`src/rtl/ddr_phy_pkg.sv`:
```
// Shared types and helpers for the DDR lane delay-line sequencer.
package ddr_phy_pkg;

    typedef enum logic [2:0] {
        ST_IDLE,
        ST_PRE,
        ST_PULSE,
        ST_GAP,
        ST_POST,
        ST_DONE
    } state_e;

    localparam logic SEL_RX = 1'b0;
    localparam logic SEL_TX = 1'b1;

    // Bits needed to index n items, never less than one.
    function automatic int clog2_min1(input int n);
        return (n > 1) ? $clog2(n) : 1;
    endfunction

endpackage

```
`src/rtl/ddr_lane_phase_timer.sv`:
```
// Loadable down-counter; terminal is high once the count reaches zero.
module ddr_lane_phase_timer #(
    parameter int CNT_W = 2
) (
    input  logic             fab_clk,
    input  logic             reset,
    input  logic             load,
    input  logic [CNT_W-1:0] load_val,
    output logic             terminal
);

    logic [CNT_W-1:0] count;

    // NOTE: clocked state uses non-blocking assignments so every flop samples pre-edge values.
    always_ff @(posedge fab_clk) begin
        if (reset) begin
            count <= '0;
        end else if (load) begin
            count <= load_val;
        end else if (count != '0) begin
            count <= count - CNT_W'(1);
        end
    end

    assign terminal = (count == '0);

endmodule

```
`src/rtl/ddr_lane_delay_seq.sv`:
```
// Sequences delay-line MOVE/LOAD pulses for one selected lane, wrapped in an
// optional HS_IO_CLK_PAUSE window, with abort on delay-line out-of-range.
module ddr_lane_delay_seq
    import ddr_phy_pkg::*;
#(
    parameter int NUM_LANES  = 2,
    parameter int STEP_W     = 8,
    parameter bit PAUSE_EN   = 1'b1,
    parameter int PAUSE_PRE  = 2,
    parameter int PAUSE_POST = 2,
    parameter int MOVE_GAP   = 3,
    localparam int LANE_W    = clog2_min1(NUM_LANES)
) (
    input  logic                 FAB_CLK,
    input  logic                 RESET,
    input  logic                 CMD_VALID,
    output logic                 CMD_READY,
    input  logic [LANE_W-1:0]    CMD_LANE,
    input  logic                 CMD_LOAD,
    input  logic                 CMD_DIRECTION,
    input  logic                 CMD_SEL,
    input  logic [STEP_W-1:0]    CMD_STEPS,
    input  logic [NUM_LANES-1:0] RX_DELAY_LINE_OUT_OF_RANGE,
    input  logic [NUM_LANES-1:0] TX_DELAY_LINE_OUT_OF_RANGE,
    output logic [NUM_LANES-1:0] DELAY_LINE_MOVE,
    output logic [NUM_LANES-1:0] DELAY_LINE_LOAD,
    output logic [NUM_LANES-1:0] DELAY_LINE_DIRECTION,
    output logic [NUM_LANES-1:0] DELAY_LINE_SEL,
    output logic [NUM_LANES-1:0] HS_IO_CLK_PAUSE,
    output logic                 BUSY,
    output logic                 DONE,
    output logic [STEP_W-1:0]    DONE_STEPS,
    output logic                 DONE_ERR
);

    localparam bit PRE_ON  = PAUSE_EN && (PAUSE_PRE > 0);
    localparam bit POST_ON = PAUSE_EN && (PAUSE_POST > 0);
    localparam int MAX_PP  = (PAUSE_PRE > PAUSE_POST) ? PAUSE_PRE : PAUSE_POST;
    localparam int MAX_DUR = (MAX_PP > MOVE_GAP) ? MAX_PP : MOVE_GAP;
    localparam int CNT_W   = clog2_min1(MAX_DUR);

    // Phase lengths are loaded as length-1 so the terminal flag marks the last cycle.
    localparam logic [CNT_W-1:0] PRE_LD  = CNT_W'((PAUSE_PRE  > 0) ? PAUSE_PRE  - 1 : 0);
    localparam logic [CNT_W-1:0] POST_LD = CNT_W'((PAUSE_POST > 0) ? PAUSE_POST - 1 : 0);
    localparam logic [CNT_W-1:0] GAP_LD  = CNT_W'((MOVE_GAP   > 0) ? MOVE_GAP   - 1 : 0);
    localparam state_e AFTER_OPS = POST_ON ? ST_POST : ST_DONE;

    state_e              state, state_nxt;
    logic [LANE_W-1:0]   lane_q;
    logic                load_q, dir_q, sel_q, err_q;
    logic [STEP_W-1:0]   steps_q, step_cnt;
    logic [STEP_W-1:0]   done_steps_q;
    logic                done_err_q;

    logic                accept, cmd_lane_ok, set_err, oor;
    logic                tmr_load, tmr_done;
    logic [CNT_W-1:0]    tmr_val;

    assign accept      = (state == ST_IDLE) && CMD_VALID;
    assign cmd_lane_ok = 32'(CMD_LANE) < 32'(NUM_LANES);

    ddr_lane_phase_timer #(
        .CNT_W (CNT_W)
    ) u_timer (
        .fab_clk  (FAB_CLK),
        .reset    (RESET),
        .load     (tmr_load),
        .load_val (tmr_val),
        .terminal (tmr_done)
    );

    // NOTE: every combinational output gets a default before the case so no latch is inferred.
    always_comb begin
        state_nxt = state;
        set_err   = 1'b0;
        case (state)
            ST_IDLE: begin
                if (CMD_VALID) begin
                    if (!cmd_lane_ok)                   state_nxt = ST_DONE;
                    else if (PRE_ON)                    state_nxt = ST_PRE;
                    else if (!CMD_LOAD && CMD_STEPS == '0) state_nxt = AFTER_OPS;
                    else                                state_nxt = ST_PULSE;
                end
            end
            ST_PRE: begin
                if (tmr_done) state_nxt = (!load_q && steps_q == '0) ? AFTER_OPS : ST_PULSE;
            end
            ST_PULSE: state_nxt = ST_GAP;
            ST_GAP: begin
                if (tmr_done) begin
                    if (oor) begin
                        set_err   = 1'b1;
                        state_nxt = AFTER_OPS;
                    end else if (load_q || step_cnt == steps_q) begin
                        state_nxt = AFTER_OPS;
                    end else begin
                        state_nxt = ST_PULSE;
                    end
                end
            end
            ST_POST: if (tmr_done) state_nxt = ST_DONE;
            ST_DONE: state_nxt = ST_IDLE;
            default: state_nxt = ST_IDLE;
        endcase

        // Every timed phase is entered through a state change, so that is the load point.
        tmr_load = (state_nxt != state);
        case (state_nxt)
            ST_PRE:  tmr_val = PRE_LD;
            ST_GAP:  tmr_val = GAP_LD;
            ST_POST: tmr_val = POST_LD;
            default: tmr_val = '0;
        endcase
    end

    always_ff @(posedge FAB_CLK) begin
        if (RESET) begin
            state        <= ST_IDLE;
            lane_q       <= '0;
            load_q       <= 1'b0;
            dir_q        <= 1'b0;
            sel_q        <= 1'b0;
            steps_q      <= '0;
            step_cnt     <= '0;
            err_q        <= 1'b0;
            done_steps_q <= '0;
            done_err_q   <= 1'b0;
        end else begin
            state <= state_nxt;
            if (accept) begin
                lane_q   <= CMD_LANE;
                load_q   <= CMD_LOAD;
                dir_q    <= CMD_DIRECTION;
                sel_q    <= CMD_SEL;
                steps_q  <= CMD_STEPS;
                step_cnt <= '0;
                err_q    <= !cmd_lane_ok;
            end
            if (state == ST_PULSE) step_cnt <= step_cnt + STEP_W'(1);
            if (set_err)           err_q    <= 1'b1;
            if (state_nxt == ST_DONE && state != ST_DONE) begin
                done_steps_q <= accept ? '0 : step_cnt;
                done_err_q   <= accept ? !cmd_lane_ok : (err_q | set_err);
            end
        end
    end

    always_comb begin
        DELAY_LINE_MOVE      = '0;
        DELAY_LINE_LOAD      = '0;
        DELAY_LINE_DIRECTION = '0;
        DELAY_LINE_SEL       = '0;
        HS_IO_CLK_PAUSE      = '0;
        oor                  = 1'b0;
        for (int i = 0; i < NUM_LANES; i++) begin
            if (LANE_W'(i) == lane_q) begin
                DELAY_LINE_MOVE[i]      = (state == ST_PULSE) && !load_q;
                DELAY_LINE_LOAD[i]      = (state == ST_PULSE) && load_q;
                DELAY_LINE_DIRECTION[i] = (state != ST_IDLE) && dir_q;
                DELAY_LINE_SEL[i]       = (state != ST_IDLE) && sel_q;
                HS_IO_CLK_PAUSE[i]      = PAUSE_EN && (state inside {ST_PRE, ST_PULSE, ST_GAP, ST_POST});
                if (sel_q == SEL_TX)      oor = TX_DELAY_LINE_OUT_OF_RANGE[i];
                else if (sel_q == SEL_RX) oor = RX_DELAY_LINE_OUT_OF_RANGE[i];
            end
        end
    end

    assign CMD_READY  = (state == ST_IDLE);
    assign BUSY       = (state != ST_IDLE);
    assign DONE       = (state == ST_DONE);
    assign DONE_STEPS = done_steps_q;
    assign DONE_ERR   = done_err_q;

endmodule

```
`config.mk`:
```
export PLATFORM = sky130hd
export DESIGN_NAME = ddr_lane_delay_seq
export DESIGN_NICKNAME = d
export VERILOG_FILES = /design/src/rtl/ddr_phy_pkg.sv /design/src/rtl/ddr_lane_phase_timer.sv /design/src/rtl/ddr_lane_delay_seq.sv
export SDC_FILE = /design/constraint.sdc
export NUM_CORES = 1
export LEC_CHECK = 0
export CELL_PAD_IN_SITES_DETAIL_PLACEMENT = 1
export CELL_PAD_IN_SITES_GLOBAL_PLACEMENT = 1
export CORE_ASPECT_RATIO = 0.5
export CORE_MARGIN = 10
export CORE_UTILIZATION = 35
export DETAILED_ROUTE_END_ITERATION = 10
export GPL_TIMING_DRIVEN = 0
export PLACE_DENSITY = 0.81
export SYNTH_ARGS = -nofsm -noshare
export SYNTH_HDL_FRONTEND = slang
export SYNTH_SLANG_ARGS = --single-unit
```
`constraint.sdc`:
```
create_clock -name FAB_CLK -period 2.1 [get_ports FAB_CLK]
set_input_delay 0.42 -clock FAB_CLK [delete_from_list [all_inputs] [get_ports FAB_CLK]]
set_output_delay 0.42 -clock FAB_CLK [all_outputs]
set_load 0.03 [all_outputs]
```
==> metrics.csv <==
metric;value;unit
sequential area share after synthesis;40.26;%
I/O Buffers;40;
DR WL/cell;16.23;um
FILL cells;631;
EDFF count, synth;0;
Yosys top cell area share;40.26;%
Critical Path Source;state[1];
min Tclk post-route;2.052;ns
mapped cell area;0.001740;mm2
# hold bufs at CTS;0;
post-synth cell types;41;
Final Max Slew Viols;0;
final setup fails;0;
most area-consuming cells after synthesis;dfxtp_1 (40%), nand2_1 (11%), a21oi_1 (7.2%), nor2_1 (5.6%), xnor2_1 (4.0%);
layout net count;293;
area of the multi-input gates;959.7;um2
clock sinks;35;
Vias;1739;
DRC;0;
vias in the first global route;1779;
Synth Register Bits;35;
measured slew at the worst slew-check pin;0.6118;ns
Power Dens Cells;1051;mW/mm2
min-delay worst type;flop to flop;
Clk Latency, worst-skew pair;0.29;ns
Pre-Repair DR Iteration Count;4;
placed cell area;0.002233;mm2
status;completed;
Crit-path slowest cell;or3_1;
Syn Nets;245;
ys flop type;dfxtp_1;
worst vdd ir;0.0003111;V
Seq. cell area;701.9;um2
Max Cap Viol;0;
largest net degree at the start of global routing;12;
CTS root buf;clkbuf_8;
Tcrit/Tclk final;97.70;%
P_leak;0.8746;nW
Ant. Diodes;0;
initial DRC count;106;
GRT Total Usage;13.27;%
clk slew on worst S/H paths;0.08;ns
Synth Warn #;0;
DP Wirelength;4212;um
Initial Util;35.78;%
Post-DRT Antenna Nets;0;
most numerous cell in the Yosys netlist;nand2_1;
Die Span Y;69.87;um
Max-slew headroom;58.99;%
CP required;1.68;ns
Max clock buf depth;2;
share of post-route cells with drive strength above 1;14.65;%
CP arrival;1.63;ns
CP peak stage delay;0.37;ns
cell accounting for the most synthesized area;dfxtp_1;
clock skew;0.007578;ns
vias per std cell;5.070;
Worst Setup Start Kind;flop;
routed wire length;5566;um
Hold Slack;0.4637;ns
Die Area;0.008365;mm2
CTS tree;built;
crit path cell chain;buf_6 > or3_1 > buf_4 > dlygate4sd2_1;
CORE AREA;0.004865;mm2
CTS H-tree lvls;2;
I/O pin count;41;
Hold Vio Cnt, Final;0;
first-pass GRT wire length;9059;um
crit path max fanout;10;
grt ovf;0;
final instance area;0.002331;mm2
most frequent cells after synthesis;nand2_1 (50), dfxtp_1 (35), nor2_1 (26);
initial antenna violation count;0;
Post-Syn Instances;224;
Critical Path Sink Type;output pin;
die width;119.7;um
RR Startpoint;state[0];
critical path class;flop to output pin;
clock buffer count from CTS;5;
Post-Syn Area per Cell;7.770;um2
synth-to-layout area growth;33.93;%
row count;18;
asr flop ratio synth;0;%
RD Place Congestion;0.8252;
Hold Startpoint;DONE_STEPS[3];
Fmax;0.4874;GHz
## path summary, 6_finish.rpt
path	slack, ns	depth (start not counted)	end
setup / recovery	0.05	4	BUSY
hold / removal	0.46	2	DONE_STEPS[3]
setup reg to reg	0.33	6	step_cnt[7]
hold reg to reg	0.46	2	DONE_STEPS[3]
## cell type report
| type | instances | area share, % |
|---|---|---|
| Clock inverter | 1 | 0.3221 |
| Clock buffer | 7 | 4.133 |
| Tap cell | 70 | 3.757 |
| Timing Repair Buffer | 41 | 16.05 |
| Sequential cell | 35 | 30.11 |
| Multi-Input combinational cell | 170 | 41.17 |
| Buffer | 14 | 3.596 |
| Inverter | 5 | 0.8588 |
## registers in the layout (all words and copies together) (netlist names)
register	cells
DONE_ERR	1
DONE_STEPS	8
dir_q	1
err_q	1
lane_q	1
load_q	1
sel_q	1
state	3
step_cnt	8
steps_q	8
u_timer.count	2
## critical path: cells and delay by family, from the launching register on
kind	cells	cell delay [ns]
flops	1	0.32
simple gates	1	0.37
buf+inv	3	0.66
## stage by stage
step	setup slack, ns	instances	utilization [%]	setup TNS [ns]	total power, mW
after floorplan	0.1679	224	-	0	1.568
after global placement	-0.2191	334	45.91	-2.451	1.889
after detailed placement	-0.2548	334	45.91	-3.112	1.928
after CTS	-0.05209	342	47.56	-0.05209	2.451
after global routing	-0.008034	343	47.92	-0.01580	2.618
final	0.04826	343	47.92	0	2.450
## per-layer routing
layer / global-route usage (%) / wire [um] / share of wire (%)
met5: 0 / 0 / 0
met4: 4.122 / 53 / 0.95
met3: 3.609 / 284 / 5.1
met2: 22.57 / 2785 / 50
met1: 15.92 / 2443 / 44
## timing repair
action / CTS / global route
setup endpoints to repair: 13 / 26
buffers inserted: 0 / 1
resized for setup: 50 / 13
pin swaps: 0 / 0
## logic make-up (layout without fill, tap and decap cells)
group	Yosys count	count (layout)	share of synthesized area, %
multiplexers	5	5	3.810
XOR/XNOR	9	9	4.529
AO/OA/AOI/OAI	43	43	14.45
AND/OR/NAND/NOR	111	111	29.76
buffers and inverters	19	68	5.751
adder cells (fa/ha/maj)	2	2	1.438
flip-flops	35	35	40.26
## power breakdown
part	switching, mW	internal [mW]	total (mW)
combinational	0.665	0.394	1.06
clock	0.258	0.299	0.556
sequential	0.0888	0.746	0.835
total	1.01	1.44	2.45
## cells in the final DEF (no fill, tap or decap), types with 2 or more instances in the layout
cell | Yosys | layout
nand2_1 | 50 | 50
dfxtp_1 | 35 | 34
clkdlybuf4s50_1 | 0 | 27
nor2_1 | 26 | 26
a21oi_1 | 25 | 25
buf_2 | 4 | 9
nand3_1 | 9 | 9
xnor2_1 | 8 | 8
clkbuf_8 | 0 | 7
and3_1 | 6 | 6
clkbuf_1 | 7 | 6
o21ai_0 | 5 | 5
buf_4 | 0 | 4
inv_1 | 4 | 4
buf_6 | 3 | 3
nor3_2 | 0 | 3
a31oi_1 | 3 | 3
clkdlybuf4s15_2 | 0 | 3
nand2b_1 | 2 | 2
nand4_1 | 2 | 2
nor3_1 | 5 | 2
o31ai_1 | 2 | 2
mux2_1 | 2 | 2
a211oi_1 | 2 | 2
ha_1 | 2 | 2
dlygate4sd2_1 | 0 | 2
Power figures use the tool's default switching activity.
